$ cat src/rtl/stream_demux_1x2.sv
//------------------------------------------------------------------------------
// stream_demux_1x2
// Routes a valid/ready packet stream to one of two output ports. The port is
// chosen by sel on the first beat of each packet and held until the last beat.
// Each output port has a one-entry register; the two ports drain independently.
//
// Ports
//   clk                          rising-edge clock
//   reset                        synchronous active-high reset
//   din / din_valid / din_last   input beat, valid and end-of-packet
//   din_ready                    input beat accepted this cycle (combinational)
//   sel                          destination port, sampled on a packet's first beat
//   dout_x / _valid / _last      output beat on port x (registered)
//   dout_x_ready                 downstream accepts port x beat
//   busy                         packet in progress (state not IDLE)
//   pkt_cnt_x                    packets accepted for port x, wraps at 256
//------------------------------------------------------------------------------
module stream_demux_1x2 #(
   parameter int unsigned DATA_W = 8
) (
   input  logic              clk,
   input  logic              reset,
   input  logic [DATA_W-1:0] din,
   input  logic              din_valid,
   input  logic              din_last,
   output logic              din_ready,
   input  logic              sel,
   output logic [DATA_W-1:0] dout_0,
   output logic              dout_0_valid,
   output logic              dout_0_last,
   input  logic              dout_0_ready,
   output logic [DATA_W-1:0] dout_1,
   output logic              dout_1_valid,
   output logic              dout_1_last,
   input  logic              dout_1_ready,
   output logic              busy,
   output logic [7:0]        pkt_cnt_0,
   output logic [7:0]        pkt_cnt_1
);

   localparam int unsigned ST_W  = 2;
   localparam int unsigned CNT_W = 8;

   localparam logic [ST_W-1:0] ST_IDLE    = 2'd0;
   localparam logic [ST_W-1:0] ST_ROUTE_0 = 2'd1;
   localparam logic [ST_W-1:0] ST_ROUTE_1 = 2'd2;

   logic [ST_W-1:0]   r_state;
   logic [ST_W-1:0]   w_state_nxt;

   logic [DATA_W-1:0] r_data_0;
   logic              r_last_0;
   logic              r_valid_0;
   logic [DATA_W-1:0] r_data_1;
   logic              r_last_1;
   logic              r_valid_1;
   logic [CNT_W-1:0]  r_cnt_0;
   logic [CNT_W-1:0]  r_cnt_1;

   logic              w_active;
   logic              w_ready_0;
   logic              w_ready_1;
   logic              w_accept;
   logic              w_load_0;
   logic              w_load_1;

   // Active port: sel while idle, locked to the route once a packet is open
   always_comb begin
      w_active = 1'b0;
      case (r_state)
         ST_IDLE:    w_active = sel;
         ST_ROUTE_0: w_active = 1'b0;
         ST_ROUTE_1: w_active = 1'b1;
         default:    w_active = 1'b0;
      endcase
   end

   // A port can take a new beat if empty or its current beat leaves this edge
   assign w_ready_0 = !r_valid_0 || dout_0_ready;
   assign w_ready_1 = !r_valid_1 || dout_1_ready;

   assign din_ready = !reset && (w_active ? w_ready_1 : w_ready_0);
   assign w_accept  = din_valid && din_ready;
   assign w_load_0  = w_accept && !w_active;
   assign w_load_1  = w_accept &&  w_active;

   // State register
   always_ff @(posedge clk) begin
      if (reset) begin
         r_state <= ST_IDLE;
      end else begin
         r_state <= w_state_nxt;
      end
   end

   // Next-state logic; single-beat packets never leave IDLE
   always_comb begin
      w_state_nxt = r_state;
      case (r_state)
         ST_IDLE: begin
            if (w_accept && !din_last) begin
               w_state_nxt = sel ? ST_ROUTE_1 : ST_ROUTE_0;
            end
         end
         ST_ROUTE_0, ST_ROUTE_1: begin
            if (w_accept && din_last) begin
               w_state_nxt = ST_IDLE;
            end
         end
         default: w_state_nxt = ST_IDLE;
      endcase
   end

   // Port 0 output register; a load wins over a completion on the same edge
   always_ff @(posedge clk) begin
      if (reset) begin
         r_data_0  <= '0;
         r_last_0  <= 1'b0;
         r_valid_0 <= 1'b0;
      end else if (w_load_0) begin
         r_data_0  <= din;
         r_last_0  <= din_last;
         r_valid_0 <= 1'b1;
      end else if (r_valid_0 && dout_0_ready) begin
         r_valid_0 <= 1'b0;
      end
   end

   // Port 1 output register
   always_ff @(posedge clk) begin
      if (reset) begin
         r_data_1  <= '0;
         r_last_1  <= 1'b0;
         r_valid_1 <= 1'b0;
      end else if (w_load_1) begin
         r_data_1  <= din;
         r_last_1  <= din_last;
         r_valid_1 <= 1'b1;
      end else if (r_valid_1 && dout_1_ready) begin
         r_valid_1 <= 1'b0;
      end
   end

   // Packet counters, bumped when the last beat is accepted
   always_ff @(posedge clk) begin
      if (reset) begin
         r_cnt_0 <= '0;
         r_cnt_1 <= '0;
      end else begin
         if (w_load_0 && din_last) begin
            r_cnt_0 <= r_cnt_0 + CNT_W'(1);
         end
         if (w_load_1 && din_last) begin
            r_cnt_1 <= r_cnt_1 + CNT_W'(1);
         end
      end
   end

   assign dout_0       = r_data_0;
   assign dout_0_last  = r_last_0;
   assign dout_0_valid = r_valid_0;
   assign dout_1       = r_data_1;
   assign dout_1_last  = r_last_1;
   assign dout_1_valid = r_valid_1;
   assign busy         = (r_state != ST_IDLE);
   assign pkt_cnt_0    = r_cnt_0;
   assign pkt_cnt_1    = r_cnt_1;

endmodule

$ cat config.mk
export PLATFORM = sky130hd
export DESIGN_NAME = stream_demux_1x2
export DESIGN_NICKNAME = d
export VERILOG_FILES = /design/src/rtl/stream_demux_1x2.sv
export SDC_FILE = /design/constraint.sdc
export NUM_CORES = 1
export LEC_CHECK = 0
export BUFFER_PORTS_ARGS = -buffer_cell sky130_fd_sc_hd__buf_2
export CAP_MARGIN = 20
export CORE_UTILIZATION = 53
export CTS_CLUSTER_DIAMETER = 40
export DETAILED_ROUTE_END_ITERATION = 7
export PLACE_DENSITY_LB_ADDON = 0.05
export SYNTH_ARGS = -nofsm -noshare
export SYNTH_HDL_FRONTEND = slang
export SYNTH_SLANG_ARGS = --single-unit
$ cat constraint.sdc
create_clock -name clk -period 3.9 [get_ports clk]
set_input_delay 1.17 -clock clk [delete_from_list [all_inputs] [get_ports clk]]
set_output_delay 1.17 -clock clk [all_outputs]
set_load 0.02 [all_outputs]
==> reports/metrics.cfg, run 1 <==
[logic_synthesis]
syn_avg_cell_area_um2=8.69
yosysSeqAreaShare_pct=46.6
syn_area_um2=1630
syn_inst=188
syn_nets=207
synth_edf_count=0
ys_async_sr_fraction_pct=0
yosysWarnings=0
yosysUniqueCellTypes=35
synth-main-ff-cell=dfxtp_1
ys_ff_latch=38

[place]
port_buffers=52
preCtsSetupSlack_ns=0.704
gp_congestion=0.814
dpl.hpwl_um=2640

[timing]
hold_viol=0
timing.final.crit_share_pct=81.6
fin_worst_skew_ns=0.0103
grt_setup_unrepaired=no
tightest_slew_ns=0.720
period_needed_ns=3.18
relSlewSlack_pct=52.0
setup_slack_ns=0.719
fmax_ghz=0.314
tns_ns=0
whs_ns=0.458
setup_viol=0
drv_slew=0

[hold_path]
hp-class=reg2reg

[grt]
grt_pass1_vias=1376
gr-total-overflow=0
antenna_found_initial=0
grt_max_degree=43
grt_pass1_wl_um=5840
track_usage_pct=23.3

[clock_tree]
clkLatencyLatePin_ns=0.34
clock_path_buffers=2
cts_root_buffer=clkbuf_4
cts_sinks=38
cts_tree=yes
post_cts_resized=0
cts_made_buffers=5
ctsHoldBuffers=0
path_clk_slew_ns=0.12
cts_setup_buffers=0
htree_num_levels=2

[detailed_routing]
vias=1531
route.detailed.drc=4
drtIter0Drc=95
drt-total-wl_um=3600
detail-route-antenna-nets=0
drt-vias-per-instance=5.65
firstDrtPassIters=6
wl_per_cell_um=13.3

[floorplanning]
start_util_pct=57.8
core.rowCount=19
die_h_um=57.5
core_area_um2=2830
fp.dieW_um=57.5
die-area_um2=3310
ios=53

[final_layout]
nets=258
utilization_pct=69.4
syn2layout_area_growth_pct=20.1
drive_gt1_share_pct=27.9
diodes=0

[power_and_ir_drop]
power_mw=0.701
power_density_nw_per_um2=357
leakagePower_nw=0.882
ir_drop_uv=306

[status]
run_status=finished, violations left
violations=design-rule violations

[worst_setup_path]
crit_arrival_ns=2.01
critical_path.endpoint_type=output port
cp-start-kind=primary input
critical_path_class=in2out
path_max_fanout=42
required_ns=2.73

[job]
maxCapViolCount=0

## Yosys cell counts (2+ instances only)
master,n,area (µm²)
nor2b_1,2,12.5
or3_1,8,50.1
nand4_1,6,37.5
dfxtp_1,38,761
inv_1,5,18.8
clkbuf_1,4,15.0
nand3_1,7,35.0
or4_1,5,37.5
nand2b_1,4,25.0
nor2_1,12,45.0
buf_2,2,10.0
a21oi_1,26,130
nand3b_1,2,15.0
xor2_1,2,17.5
mux2i_1,9,90.1
nand2_1,24,90.1
o21ai_0,11,55.1
ha_1,4,50.1
## final cells by class
type	count	area [µm²]
Multi-Input combinational cell	137	821
Timing Repair Buffer	52	260
Tap cell	31	38.8
Sequential cell	38	761
Clock inverter	2	12.5
Fill cell	249	866
Inverter	5	18.8
Clock buffer	6	51.3
## flip-flops by register name (all words and copies together) (netlist names)
signal	flops
pkt_cnt_0	8
dout_1	8
dout_0_last	1
dout_1_valid	1
dout_0	8
r_state	2
dout_0_valid	1
dout_1_last	1
pkt_cnt_1	8
## final timing paths
kind,startpoint,endpoint,slack (ns),depth (start not counted)
worst max-delay path,reset,din_ready,0.72,3
worst min-delay path,dout_1[2],dout_1[2],0.46,2
worst min register to register,dout_1[2],dout_1[2],0.46,2
worst max register to register,r_state[0],r_state[0],1.64,6
## through the flow
stage          std cells  cell area, µm²
6_report             271            1960
5_1_grt              271            1960
4_1_cts              271            1960
3_5_place_dp         263            1900
3_3_place_gp         263            1900
2_1_floorplan        188            1630
## kinds of logic (layout without fill, tap and decap cells)
family | Yosys count | after routing | synth area share (%)
compound gates | 45 | 45 | 15.2
xor+xnor | 2 | 2 | 1.07
fa+ha+maj | 4 | 4 | 3.06
buf+inv | 13 | 65 | 3.22
flops | 38 | 38 | 46.6
mux | 9 | 9 | 5.51
simple gates | 77 | 77 | 25.4
## layout by cell type, fill, tap and decap left out, types with 2 or more instances in the layout
master    count
nand3b_1      2
nor2_1       12
or4_1         5
or3_1         8
nand2_1      24
buf_2        52
dfxtp_1      38
inv_1         5
a21oi_1      26
nand3_1       7
o21ai_0      11
ha_1          4
nor2b_1       2
nand2b_1      4
mux2i_1       9
xor2_1        2
nand4_1       6
clkbuf_4      5
## critical path, cell delays in order
cell and delay [ns]:
buf_2 0.55, a211oi_1 0.08, buf_2 0.20
## where the power goes
group	internal [mW]	switching [mW]	total, mW	leakage (nW)
sequential	0.398	0.00642	0.405	0.308
clock	0.0867	0.126	0.212	0.0343
combinational	0.0304	0.0534	0.0839	0.540
## layer usage
metal / track usage (%) / wire, µm / vias up / part of all wire, %
met5: 0 / 0 / - / 0
met4: 10.5 / 61 / 0 / 1.7
met3: 5.90 / 198 / 7 / 5.5
met2: 38.4 / 1690 / 44 / 47
met1: 28.6 / 1650 / 709 / 46
li1: - / - / 771 / -
(Power assumes the default switching activity.)
==> inputs of run 2 (changes only) <==
--- a/config.mk
+++ b/config.mk
@@ -7,7 +7,7 @@
 export LEC_CHECK = 0
 export BUFFER_PORTS_ARGS = -buffer_cell sky130_fd_sc_hd__buf_2
 export CAP_MARGIN = 20
-export CORE_UTILIZATION = 53
+export CORE_UTILIZATION = 45
 export CTS_CLUSTER_DIAMETER = 40
 export DETAILED_ROUTE_END_ITERATION = 7
 export PLACE_DENSITY_LB_ADDON = 0.05
==> constraint.sdc (replaced) <==
create_clock -name clk -period 2.9 [get_ports clk]
set_input_delay 0.87 -clock clk [delete_from_list [all_inputs] [get_ports clk]]
set_output_delay 0.87 -clock clk [all_outputs]
set_load 0.02 [all_outputs]
==> run 2 against run 1 <==
  * The run now ends clean
  * Critical path type is now reg2out
  * First-iteration DRC count rose by 33%
  * Core utilization fell by 10 points
  * Largest power group unchanged
  * Die area rose by 17%
  * Critical path depth rose by 2
  * Clock skew fell by 0.0014 ns
  * Largest cell class unchanged
  * Non-clock buffer count rose by 4
  * Clock power rose by 67%
  * Sequential cell count did not move
  * Register-to-register slack got worse by 0.71 ns
  * Sequential power rose by 34%
==> reports/metrics.cfg, run 2 (same netlist as run 1, synthesis figures left out) <==
[status]
run_status=complete, no violations

[grt]
grt_max_degree=40  ; -7.0%
track_usage_pct=19.9  ; -3.3 points
antenna_found_initial=0  ; unchanged
grt_pass1_wl_um=6130  ; +5.0%
gr-total-overflow=0  ; unchanged
grt_pass1_vias=1436  ; +4.4%

[worst_setup_path]
critPathMaxStageDelay_ns=0.35  ; -0.20 ns
timing.rr.start=r_state[0]
cp-start-kind=flop
r2r_cells=7  ; +1
critical_path.endpoint_type=output port
critPathSlowestCell=dfxtp_1
crit_buf_inv=2  ; unchanged
crit_arrival_ns=1.65  ; -0.36 ns
rr_endpoint=pkt_cnt_0[3]
r2r_setup_slack_ns=0.93  ; -0.71 ns
cpLargestDelayFamily=compound AO/OA/AOI/OAI gates
path_max_fanout=6  ; -86%
critical_path_class=reg2out
required_ns=2.03  ; -0.70 ns
path_cells=inv_1 > ha_1 > a21o_2 > a211oi_1 > buf_2

[power_and_ir_drop]
clkPwrFrac_pct=34.8  ; +4.5 points
p_switching_mw=0.255  ; +37%
power_density_nw_per_um2=500  ; +40%
ir_drop_uv=335  ; +9.7%
internal_power_mw=0.758  ; +47%
leakagePower_nw=0.910  ; +3.2%
switching_share_pct=25.2  ; -1.3 points
p_seq_share_pct=53.7  ; -4.0 points
pwr-share-comb_pct=11.5  ; -0.5 points

[place]
dpl.hpwl_um=2740  ; +3.6%
gp_congestion=0.812  ; -0.25%
place_area_um2=1950  ; +2.6%
numPlacedInstances=282  ; +7.2%
port_buffers=52  ; unchanged

[clock_tree]
path_clk_slew_ns=0.12  ; about the same
cts_root_buffer=clkbuf_4
cts_setup_buffers=0  ; unchanged
post_cts_resized=0  ; unchanged
htree_num_levels=2  ; unchanged
ctsHoldBuffers=0  ; unchanged
cts_tree=yes
clock_path_buffers=2  ; unchanged
cts_sinks=38  ; unchanged
clkLatencyLatePin_ns=0.34  ; about the same
cts_made_buffers=5  ; unchanged

[final_layout]
final_area_um2=2030  ; +3.2%
fillers=327  ; +31%
syn2layout_area_growth_pct=24.0
final-instance-count-excl-fill=290  ; +7.0%
diodes=0  ; unchanged
mostFrequentLayoutCells=buf_2, dfxtp_1, a21oi_1, nand2_1, nor2_1
layout_commonest_cell=buf_2
nets=262  ; +1.6%
multiInputGateArea_um2=821  ; unchanged
utilization_pct=59.3  ; -10 points
seq_area_um2=761  ; unchanged
drive_gt1_share_pct=29.1  ; +1.2 points

[timing]
fmax_ghz=0.397
period_needed_ns=2.52
tightest_slew_ns=0.596  ; -0.124 ns
hold_viol=0  ; unchanged
fin_worst_skew_ns=0.00888  ; -0.00141 ns
grt_setup_unrepaired=no
timing.final.crit_share_pct=87.0
whs_ns=0.458  ; +0.000180 ns
setup_viol=0  ; unchanged
drv_slew=0  ; unchanged
tns_ns=0  ; unchanged
relSlewSlack_pct=60.0  ; +8.0 points

[floorplanning]
core_area_um2=3420  ; +21%
die-area_um2=3880  ; +17%
ios=53  ; unchanged
core.rowCount=21  ; +2
start_util_pct=47.8  ; -9.9 points
die_h_um=62.3  ; +8.2%
fp.dieW_um=62.3  ; +8.2%

[job]
maxCapViolCount=0  ; unchanged

[hold_path]
whs_path_depth=2  ; unchanged
min_to=dout_1[7]
worstHoldStart=dout_1[7]
hp-class=reg2reg

[detailed_routing]
vias=1548  ; +1.1%
drt-vias-per-instance=5.34  ; -5.5%
firstDrtPassIters=4  ; -2
drtIter0Drc=126  ; +33%
detail-route-antenna-nets=0  ; unchanged
drt-total-wl_um=3730  ; +3.8%
route.detailed.drc=0  ; -4
wl_per_cell_um=12.9  ; -3.0%

## run 2: worst max path at each step
stage	startpoint	to	slack, ns	depth (start not counted)
final	r_state[0]	din_ready	0.38	5
after global routing	r_state[0]	din_ready	0.26	6
after CTS	r_state[0]	din_ready	0.35	5
after detailed placement	sel	din_ready	0.40	4
after global placement	sel	din_ready	0.41	4
after floorplan	dout_0_ready	din_ready	0.37	3
## run 2: metrics by stage
step	setup WS (ns)	power, mW
2_1_floorplan	0.370	0.631
3_3_place_gp	0.413	0.669
3_5_place_dp	0.396	0.673
4_1_cts	0.352	1.02
5_1_grt	0.262	1.06
6_report	0.378	1.01
## run 2: routing by layer
metal  track usage, %  share of wire, %
met5                0                 0
met1             22.4                45
met4             7.85              0.56
met2             35.9                50
met3             4.96               5.1
## run 2: power by group through the flow
stage          clock network (mW)  logic (mW)  registers, mW
6_report                    0.353       0.117          0.544
5_1_grt                     0.382       0.129          0.546
4_1_cts                     0.361       0.117          0.544
3_5_place_dp                    0       0.117          0.556
3_3_place_gp                    0       0.114          0.555
2_1_floorplan                   0      0.0604          0.570
## run 2: layout make-up
type,count,area share [%]
tap,46,2.84
sequential,38,37.6
clock inverter,3,1.98
inverter,5,0.926
timing repair buffer,56,14.3
clock buffer,5,1.85
multi-input combinational,137,40.5
## run 2: worst min-delay path, cell delays in order (launching register included)
cell     delay (ns)
dfxtp_1        0.32
nand2_1        0.05
a21oi_1        0.05
